==> config.mk <==
export PLATFORM = sky130hd
export DESIGN_NAME = mem_access_stage
export DESIGN_NICKNAME = d
export VERILOG_FILES = /design/src/rtl/mem_access_stage.sv
export SDC_FILE = /design/constraint.sdc
export NUM_CORES = 1
export LEC_CHECK = 0
export BUFFER_PORTS_ARGS = -buffer_cell sky130_fd_sc_hd__buf_2
export CAP_MARGIN = 20
export CORE_MARGIN = 2
export CORE_UTILIZATION = 40
export DETAILED_ROUTE_END_ITERATION = 6
export PLACE_DENSITY = 0.77
export RECOVER_POWER = 50
export SETUP_SLACK_MARGIN = 0.5
export SYNTH_ARGS = -nofsm -noshare
export SYNTH_HDL_FRONTEND = slang
export SYNTH_SLANG_ARGS = --single-unit
==> constraint.sdc <==
create_clock -name clk -period 2.7 [get_ports clk]
set_clock_uncertainty 0.2 [all_clocks]
set_input_delay 0.54 -clock clk [delete_from_list [all_inputs] [get_ports clk]]
set_output_delay 0.54 -clock clk [all_outputs]
set_load 0.02 [all_outputs]
==> src/rtl/mem_access_stage.sv <==
// Memory-access pipeline stage: issues data-memory requests, stalls upstream while
// waiting for dmem_ready, gives up after TIMEOUT cycles, and registers results for WB.
module mem_access_stage #(
    parameter int WIDTH   = 32,
    parameter int TIMEOUT = 16
) (
    input  logic             clk,
    input  logic             rst,
    input  logic             regwrite_mem,
    input  logic             memtoreg_mem,
    input  logic             memwrite_mem,
    input  logic [WIDTH-1:0] aluout_mem,
    input  logic [WIDTH-1:0] writedata_mem,
    input  logic [4:0]       regaddr_mem,
    output logic             dmem_req,
    output logic             dmem_we,
    output logic [WIDTH-1:0] dmem_addr,
    output logic [WIDTH-1:0] dmem_wdata,
    input  logic [WIDTH-1:0] dmem_rdata,
    input  logic             dmem_ready,
    output logic             mem_stall,
    output logic             regwrite_wb,
    output logic             memtoreg_wb,
    output logic [WIDTH-1:0] readdata_wb,
    output logic [WIDTH-1:0] aluout_wb,
    output logic [4:0]       regaddr_wb,
    output logic             misalign_err,
    output logic             bus_err
);
    localparam int CW = $clog2(TIMEOUT) + 1;

    typedef enum logic {IDLE, WAIT} state_t;

    state_t        state_reg, state_next;
    logic [CW-1:0] cnt_reg, cnt_next;
    logic          is_mem, is_store, misaligned, mem_ok;
    logic          req, stall, timeout;

    assign is_mem     = memtoreg_mem | memwrite_mem;
    assign is_store   = memwrite_mem;
    assign misaligned = is_mem & (aluout_mem[1:0] != 2'b00);
    assign mem_ok     = is_mem & (aluout_mem[1:0] == 2'b00);

    assign dmem_we    = memwrite_mem;
    assign dmem_addr  = aluout_mem;
    assign dmem_wdata = writedata_mem;

    // Gated by reset so the request drops the instant reset asserts, even with an op presented.
    assign dmem_req  = rst & req;
    assign mem_stall = rst & stall;

    always_comb begin
        state_next = state_reg;
        cnt_next   = cnt_reg;
        req        = 1'b0;
        stall      = 1'b0;
        timeout    = 1'b0;
        case (state_reg)
            IDLE: begin
                if (mem_ok) begin
                    req = 1'b1;
                    if (!dmem_ready) begin
                        stall      = 1'b1;
                        state_next = WAIT;
                        cnt_next   = '0;
                    end
                end
            end
            WAIT: begin
                req = 1'b1;
                if (dmem_ready) begin
                    state_next = IDLE;
                end else if (cnt_reg == CW'(TIMEOUT - 2)) begin
                    // Counter would reach TIMEOUT-1 this cycle: abandon the access.
                    timeout    = 1'b1;
                    state_next = IDLE;
                    cnt_next   = '0;
                end else begin
                    stall    = 1'b1;
                    cnt_next = cnt_reg + CW'(1);
                end
            end
            default: state_next = IDLE;
        endcase
    end

    always_ff @(posedge clk or negedge rst) begin
        if (!rst) begin
            state_reg <= IDLE;
            cnt_reg   <= '0;
        end else begin
            state_reg <= state_next;
            cnt_reg   <= cnt_next;
        end
    end

    always_ff @(posedge clk or negedge rst) begin
        if (!rst) begin
            regwrite_wb  <= 1'b0;
            memtoreg_wb  <= 1'b0;
            readdata_wb  <= '0;
            aluout_wb    <= '0;
            regaddr_wb   <= '0;
            misalign_err <= 1'b0;
            bus_err      <= 1'b0;
        end else if (stall) begin
            regwrite_wb  <= 1'b0;
            memtoreg_wb  <= 1'b0;
            misalign_err <= 1'b0;
            bus_err      <= 1'b0;
        end else if (timeout) begin
            regwrite_wb  <= 1'b0;
            memtoreg_wb  <= 1'b0;
            misalign_err <= 1'b0;
            bus_err      <= 1'b1;
        end else begin
            regwrite_wb  <= regwrite_mem & ~is_store & ~misaligned;
            memtoreg_wb  <= memtoreg_mem & ~is_store;
            if (is_mem && !is_store)
                readdata_wb <= dmem_rdata;
            aluout_wb    <= aluout_mem;
            regaddr_wb   <= regaddr_mem;
            misalign_err <= misaligned;
            bus_err      <= 1'b0;
        end
    end
endmodule

Word-level counts from Yosys, hierarchy flattened:

Index checks and enable logic that the tools add are counted.

* add/subtract/negate cells: 1
* eq/ne operators: 4
* multiplexer cells: 23
* bitwise logic cells: 13
* reduce and logical (&&, ||, !) cells: 7

Operators with widths (count)
* 5-bit two-way mux: 4
* 1-bit two-way mux: 16
* 5-bit case mux with 2 select lines: 1
* 1-bit AND: 7
* 2-bit inequality test, second input constant: 3
* 3-bit AND reduction: 2
* 5-bit by 1-bit adder with 5-bit output, second input constant: 1
* 5-bit by 4-bit equality test with 1-bit output, second input constant: 1
* 1-bit NOT: 5
* 1-bit case mux with 2 select lines: 2
* 2-bit logical NOT: 1
* 2-bit AND reduction: 1
* 2-bit nonzero test: 1
* 1-bit logical AND: 1
* 1-bit logical NOT: 1
* 1-bit bitwise OR: 1

* flip-flop bits (word level): 79
* input bits: 107
* output and inout port bits: 140
* word-level logic and storage cells: 57

Longest topological paths before layout:

Gate-level depths: netlist of the first run.

* depth after elaboration: 6
* depth in mapped cells: 6
* depth with buffers taken out: 6

Worst setup path after synthesis of the first run:

Ideal clock, no wire load.

* path type: input-to-output
* start point: input memtoreg_mem
* end point: output mem_stall
* arrival: 1.242 ns
* data required time: 1.960 ns
* slack: 0.718 ns
* stages: 4
* buffers on the path: 0
* path through: or2_1 a21oi_2 nor2_1 and3_1

* word-level cells in the longest chain between the ends: 5

Ends and longest elaborated chain
* from (decl): RTL line 10 `input logic memtoreg_mem,`
* 1-bit bitwise OR: RTL line 39 `assign is_mem = memtoreg_mem | memwrite_mem;`
* 1-bit AND: RTL line 42 `assign mem_ok = is_mem & (aluout_mem[1:0] == 2'b00);`
* 1-bit two-way mux: RTL line 60 `if (mem_ok) begin`
* 1-bit case mux with 2 select lines: RTL line 58 `case (state_reg)`
* 1-bit AND: RTL line 50 `assign mem_stall = rst & stall;`
* to (decl): RTL line 21 `output logic mem_stall,`

Every way passes these cells.

Final worst setup path of the first run:

Same ends and word-level chain as after synthesis.

==> results of run 1 <==
[path summary, 6_finish.rpt]
check	start	to	slack, ns	cells past startpoint
setup / recovery	memtoreg_mem	mem_stall	0.34	6
hold / removal	dmem_rdata[16]	readdata_wb[16]	0.22	2
setup reg to reg	state_reg	aluout_wb[13]	0.46	4
hold reg to reg	readdata_wb[9]	readdata_wb[9]	0.30	1
max in group asynchronous	rst	state_reg	0.64	2
min in group asynchronous	rst	aluout_wb[8]	0.51	2
[power breakdown]
part	internal (W)	leakage [nW]	switching, W
sequential	0.00134	0.939	0.0000964
combinational	0.000335	1.26	0.000420
clock	0.000451	0.0916	0.000419
[cells by family (layout without fill, tap and decap cells)]
group / count (synthesis) / in the layout / synth area share (%)
AND/OR/NAND/NOR: 26 / 26 / 4.046
multiplexers: 69 / 69 / 24.17
AO/OA/AOI/OAI: 11 / 11 / 2.106
buffers and inverters: 76 / 210 / 16.18
flip-flops: 79 / 79 / 52.83
adder cells (fa/ha/maj): 2 / 2 / 0.6686
[per-layer routing]
| layer | vias to the layer above | GRT usage [%] | wire (µm) |
|---|---|---|---|
| met5 | - | 0 | 0 |
| met4 | 0 | 7.060 | 176 |
| met3 | 22 | 4.022 | 613 |
| met2 | 132 | 24.21 | 3824 |
| met1 | 1181 | 17.75 | 3030 |
| li1 | 1078 | - | - |
[critical path: cells and delay by family]
family                 cells  cell delay, ns
buffers and inverters      2            0.24
AOI/OAI and AO/OA          1            0.25
and+or+nand+nor            3            0.58
[cell type report]
cell class	instances	share of cell area, %
Sequential cell	79	44.41
Multi-Input combinational cell	108	26.25
Timing Repair Buffer	192	21.59
Clock buffer	11	3.176
Tap cell	111	3.120
Clock inverter	5	1.293
Inverter	2	0.1686
[timing repair]
item / CTS / global route
resized for setup: 4 / 1
pin swaps: 1 / 0
buffers inserted: 2 / 2
hold buffers: 1 / 0
hold endpoints to repair: 6 / 0
endpoints found under the setup margin: 1 / 1
[placed cells by master (no fill, tap or decap), types with 2 or more instances in the layout]
master / n
nor3_1: 2
nor2b_1: 2
buf_2: 151
mux2_4: 34
nand2b_1: 2
ha_1: 2
and4b_1: 2
o21ai_0: 3
clkinvlp_4: 3
dfrtp_1: 79
mux2_2: 35
clkbuf_2: 2
nand3_1: 2
buf_4: 4
nand2_1: 4
clkbuf_8: 10
nor2_1: 5
inv_1: 2
clkbuf_1: 32
a21oi_1: 2
[per-stage QoR]
stage                     utilization (%)  worst slack (ns)  hold WS [ns]
after global routing                48.64            0.2240        0.1913
after floorplan                         -            0.7179       0.04441
final                               48.64            0.3388        0.2238
after detailed placement            46.62            0.3877        0.1831
after global placement              46.62            0.4520        0.1843
after CTS                           49.21            0.3595       0.07527
==> run metrics, run 1 <==
Yosys cell types=31; Synth top cells by count=79 x dfrtp_1, 68 x buf_4, 35 x mux2_2; DR iter-0 viols=37; Die Span X=between 100 and 150 µm; DRT Pass-1 Iters=4; CTS root buf=clkbuf_8; total power=~0.003 W; CORE AREA=between 9000 and 10000 µm²; synth-to-layout area growth=18.96%; clock sink count=79; asr flop ratio synth=between 90% and 100%; Post-Place Cells=just under 500; Worst path max stage delay=between 0.2 and 0.3 ns; most common cell in the netlist=dfrtp_1; DRC Markers=0; FMAX=roughly 420 MHz; Critical Path AT=between 1.5 and 2 ns; CP required=just under 2 ns; row count=35; Tcrit/Tclk final=around 90%; post-route cell area=between 4000 and 5000 µm²; worst slew pin tran=1.623 ns; GP Congestion=0.7897; starting density of the core=a little over 40%; I/O pins=~250; largest registers=aluout_wb x32, readdata_wb x32; PortBufs=between 150 and 200; Reg area=between 1500 and 2000 µm²; maximum vdd drop=0.3405 mV; die area=a little over 10000 µm²; Vias/cell=between 4 and 5; CP Capture Type=output pin; synthesized netlist cell count=about 260; later-pin clock latency in the skew report=about 0.33 ns; most area-hungry cell type in the Yosys netlist=dfrtp_1; Relative slew margins=-8.182%; largest net degree at the start of global routing=43; failing checks=capacitance limit, slew limit; final setup fails=0; H-tree lvl count=3; nets=around 500; Slowest-stage cell, CP=a21oi_1; syn_nets=approximately 370; CTS clk-pin slew, worst paths=approximately 0.08 ns; routed length per instance=about 15 µm; Routed Antenna Nets=0; top post-synthesis cells by area=dfrtp_1 53%, buf_4 14%, mux2_4 14%; setup TNS=0 ns; Routed WL=around 7600 µm; Cell Chain, Critical Path=buf_2, or2_1, a21oi_1, nor2_1, and3_4, buf_6; Worst setup SP type=primary input; fin crit period=between 2 and 2.5 ns; mapped cell area=~3700 µm²; number of antenna violations at the first check in global routing=0; chip height=100.7 µm; fin. max-slew vios=32; CTS tree=built; number of synthesis warnings=0; dominant synthesized flop cell=dfrtp_1; fillcell total=approximately 850; worst hold path class=in -> reg; average size of a mapped cell=about 14 µm²; Placed Area=4267 µm²; Finished Layout Cells=508; number of global-route vias before repair=around 2300; PwrDens=~690 nW/µm²; post-synth top area share=a little over half; outcome=finished, violations left; via count of the routed design=approximately 2400; total grt overflow=0; max_cap viols=1; DP HPWL=5612 µm; first-pass GRT wire length=approximately 12000 µm; CP max FO=4; CTS buffer count=9; #FFs+latches synth=79; unrepaired setup endpoints after global routing=true; clk buf depth=2; layout cell share with drive strength beyond 1=62.22%; diode count=0; GR Util All Layers=about 15%; post-synthesis sequential area ratio=between 50 and 60%; EDFF count, synth=0; Leak=approximately 2.3 nW; final hold violations=0; area of the multi-input gates=between 1000 and 1500 µm²; critical path class=in -> out
Note: power is estimated with default switching activity, not from simulation.
==> run 2: changes to the inputs <==
Settings changed: GPL_TIMING_DRIVEN set to 0, RECOVER_POWER 50 to 100.
==> run 2 against run 1 <==
Net effect:
- the flow still finishes with violations (capacitance limit, slew limit)
- utilization increased by 5.3 points
- die area unchanged
- largest power group unchanged
- via count rose by 13%
- fmax grew 0.93%
- critical path type is now reg -> out
- highest routed layer unchanged
==> run metrics, run 2 (synthesized netlist as in run 1, its figures left out) <==
outcome=finished, violations left; failing checks=capacitance limit, slew limit; Leak=2.325 nW (+1.7%); layout cell share with drive strength beyond 1=41.12% (-21 points); row count=35 (unchanged); post-route cell area=4933 µm² (+11%); PortBufs=214 (+18%); Crit path max-delay family=flip-flops; switching pwr=0.001010 W (+7.9%); I/O pins=247 (unchanged); GR Util All Layers=16.18% (+1.5 points); Worst path max stage delay=0.36 ns (+0.11 ns); fin. max-slew vios=81 (+150%); Slowest-stage cell, CP=dfrtp_1; Int Power=0.002044 W (-3.9%); maximum vdd drop=0.3842 mV (+13%); DRT Pass-1 Iters=4 (unchanged); Sequential Power Share=47.1% (+0.2 points); DP HPWL=6513 µm (+16%); starting density of the core=40.89% (unchanged); clk buf depth=2 (unchanged); critical path class=reg -> out; later-pin clock latency in the skew report=0.34 ns (about the same); routed length per instance=13.91 µm (-7.6%); Buf/Inv on CP=2 (unchanged); CTS buffer count=9 (unchanged); diode count=0 (unchanged); total grt overflow=0 (unchanged); PwrDens=619.1 nW/µm² (-10%); chip height=100.7 µm (unchanged); Tcrit/Tclk final=86.64% (-0.81 points); combinational share of power=27.0% (+2.3 points); Placed Area=4975 µm² (+17%); max_cap viols=2 (+1); synth-to-layout area growth=31.83%; worst slew pin tran=1.760 ns (+0.1370 ns); DR iter-0 viols=65 (+76%); final setup fails=0 (unchanged); clock sink count=79 (unchanged); GP Congestion=0.7386 (-6.5%); setup TNS=0 ns (unchanged); Die Span X=100.7 µm (unchanged); CP required=1.96 ns (about the same); number of global-route vias before repair=2629 (+15%); CP max FO=8 (+4); Post-Place Cells=589 (+21%); largest net degree at the start of global routing=41 (-4.7%); CTS tree=built; Hold WS=0.2139 ns (-0.009802 ns); Routed WL=8512 µm (+11%); H-tree lvl count=3 (unchanged); unrepaired setup endpoints after global routing=true; CORE AREA=9153 µm² (unchanged); largest registers=aluout_wb x32, readdata_wb x32; Relative slew margins=-17.51% (-9.3 points); Routed Antenna Nets=0 (unchanged); FMAX=427.5 MHz (+0.93%); fin crit period=2.339 ns (-0.02186 ns); Vias/cell=4.474 (-5.8%); Finished Layout Cells=612 (+20%); DRC Markers=0 (unchanged); Cell Chain, Critical Path=clkbuf_1, a21oi_1, nor2_2, and3_1, buf_6; number of antenna violations at the first check in global routing=0 (unchanged); Worst setup SP type=flop; reg-to-reg slack, setup=0.40 ns (-0.06 ns); nets=605 (+21%); worst hold path class=in -> reg; first-pass GRT wire length=12650 µm (+9.5%); switch share=33.08% (+2.5 points); die area=10150 µm² (unchanged); clock power share=26.0% (-2.4 points); Critical Path AT=1.60 ns (-0.02 ns); final hold violations=0 (unchanged); CP Capture Type=output pin; most frequent cells in the layout=144 x clkbuf_1, 79 x dfrtp_1, 73 x buf_2; via count of the routed design=2738 (+13%); commonest non-fill, non-tap cell in the layout=clkbuf_1; CTS root buf=clkbuf_8; CTS clk-pin slew, worst paths=0.09 ns (about the same)
[run 2: changes by cell type in the layout (fill, tap and decap cells not counted), sizes merged]
cell / delta
clkinv: +3
clkbuf: +109
dlymetal6s2s: +1
inv: +1
bufinv: -1
dlymetal6s4s: +1
clkinvlp: -2
buf: -7
dlygate4sd3: -1
[run 2: repair_timing]
action,in CTS,in global routing
hold buffers,3,0
setup buffers,3,1
resized for setup,6,3
endpoints found under the hold margin,39,0
pin swaps,1,1
endpoints found under the setup margin,2,1
[run 2: per-layer routing]
metal  track usage [%]  vias to the layer above  wire length (µm)  share of wire (%)
met5                 0                        -                 0                  0
met4             5.585                        0                89                1.0
met3             3.814                        9               619                7.3
met1             18.71                     1311              3279                 39
met2             29.18                      126              4523                 53
li1                  -                     1292                 -                  -
[run 2: through the flow]
step / util [%] / worst slack (ns) / power, W
6_report: 53.90 / 0.3607 / 0.003054
5_1_grt: 53.90 / 0.1911 / 0.003238
4_1_cts: 57.47 / 0.3695 / 0.003197
3_5_place_dp: 54.35 / 0.2796 / 0.002359
3_3_place_gp: 54.11 / -0.4533 / 0.002322
2_1_floorplan: - / 0.7179 / 0.002016
[run 2: final timing paths]
path | startpoint | to | depth (start not counted)
min | regaddr_mem[1] | regaddr_wb[1] | 2
min reg2reg | aluout_wb[8] | aluout_wb[8] | 1
max reg2reg | state_reg | aluout_wb[15] | 6
max | state_reg | mem_stall | 5
max in group asynchronous | rst | cnt_reg[0] | 3
min in group asynchronous | rst | aluout_wb[8] | 3
[run 2: power by group through the flow]
stage	logic, W	registers (W)	clock network (W)
after global routing	0.000887	0.00146	0.000892
final	0.000824	0.00144	0.000793
after CTS	0.000934	0.00144	0.000828
after global placement	0.000875	0.00145	0
after detailed placement	0.000898	0.00146	0
after floorplan	0.000392	0.00162	0
[run 2: cell type report]
type	count	area (µm²)
Clock inverter	6	43.79
Tap cell	111	138.9
Timing Repair Buffer	222	1008
Clock buffer	10	137.6
Inverter	2	7.507
Sequential cell	79	1977
Multi-Input combinational cell	108	1042
Buffer	74	578.1
Fill cell	925	4219
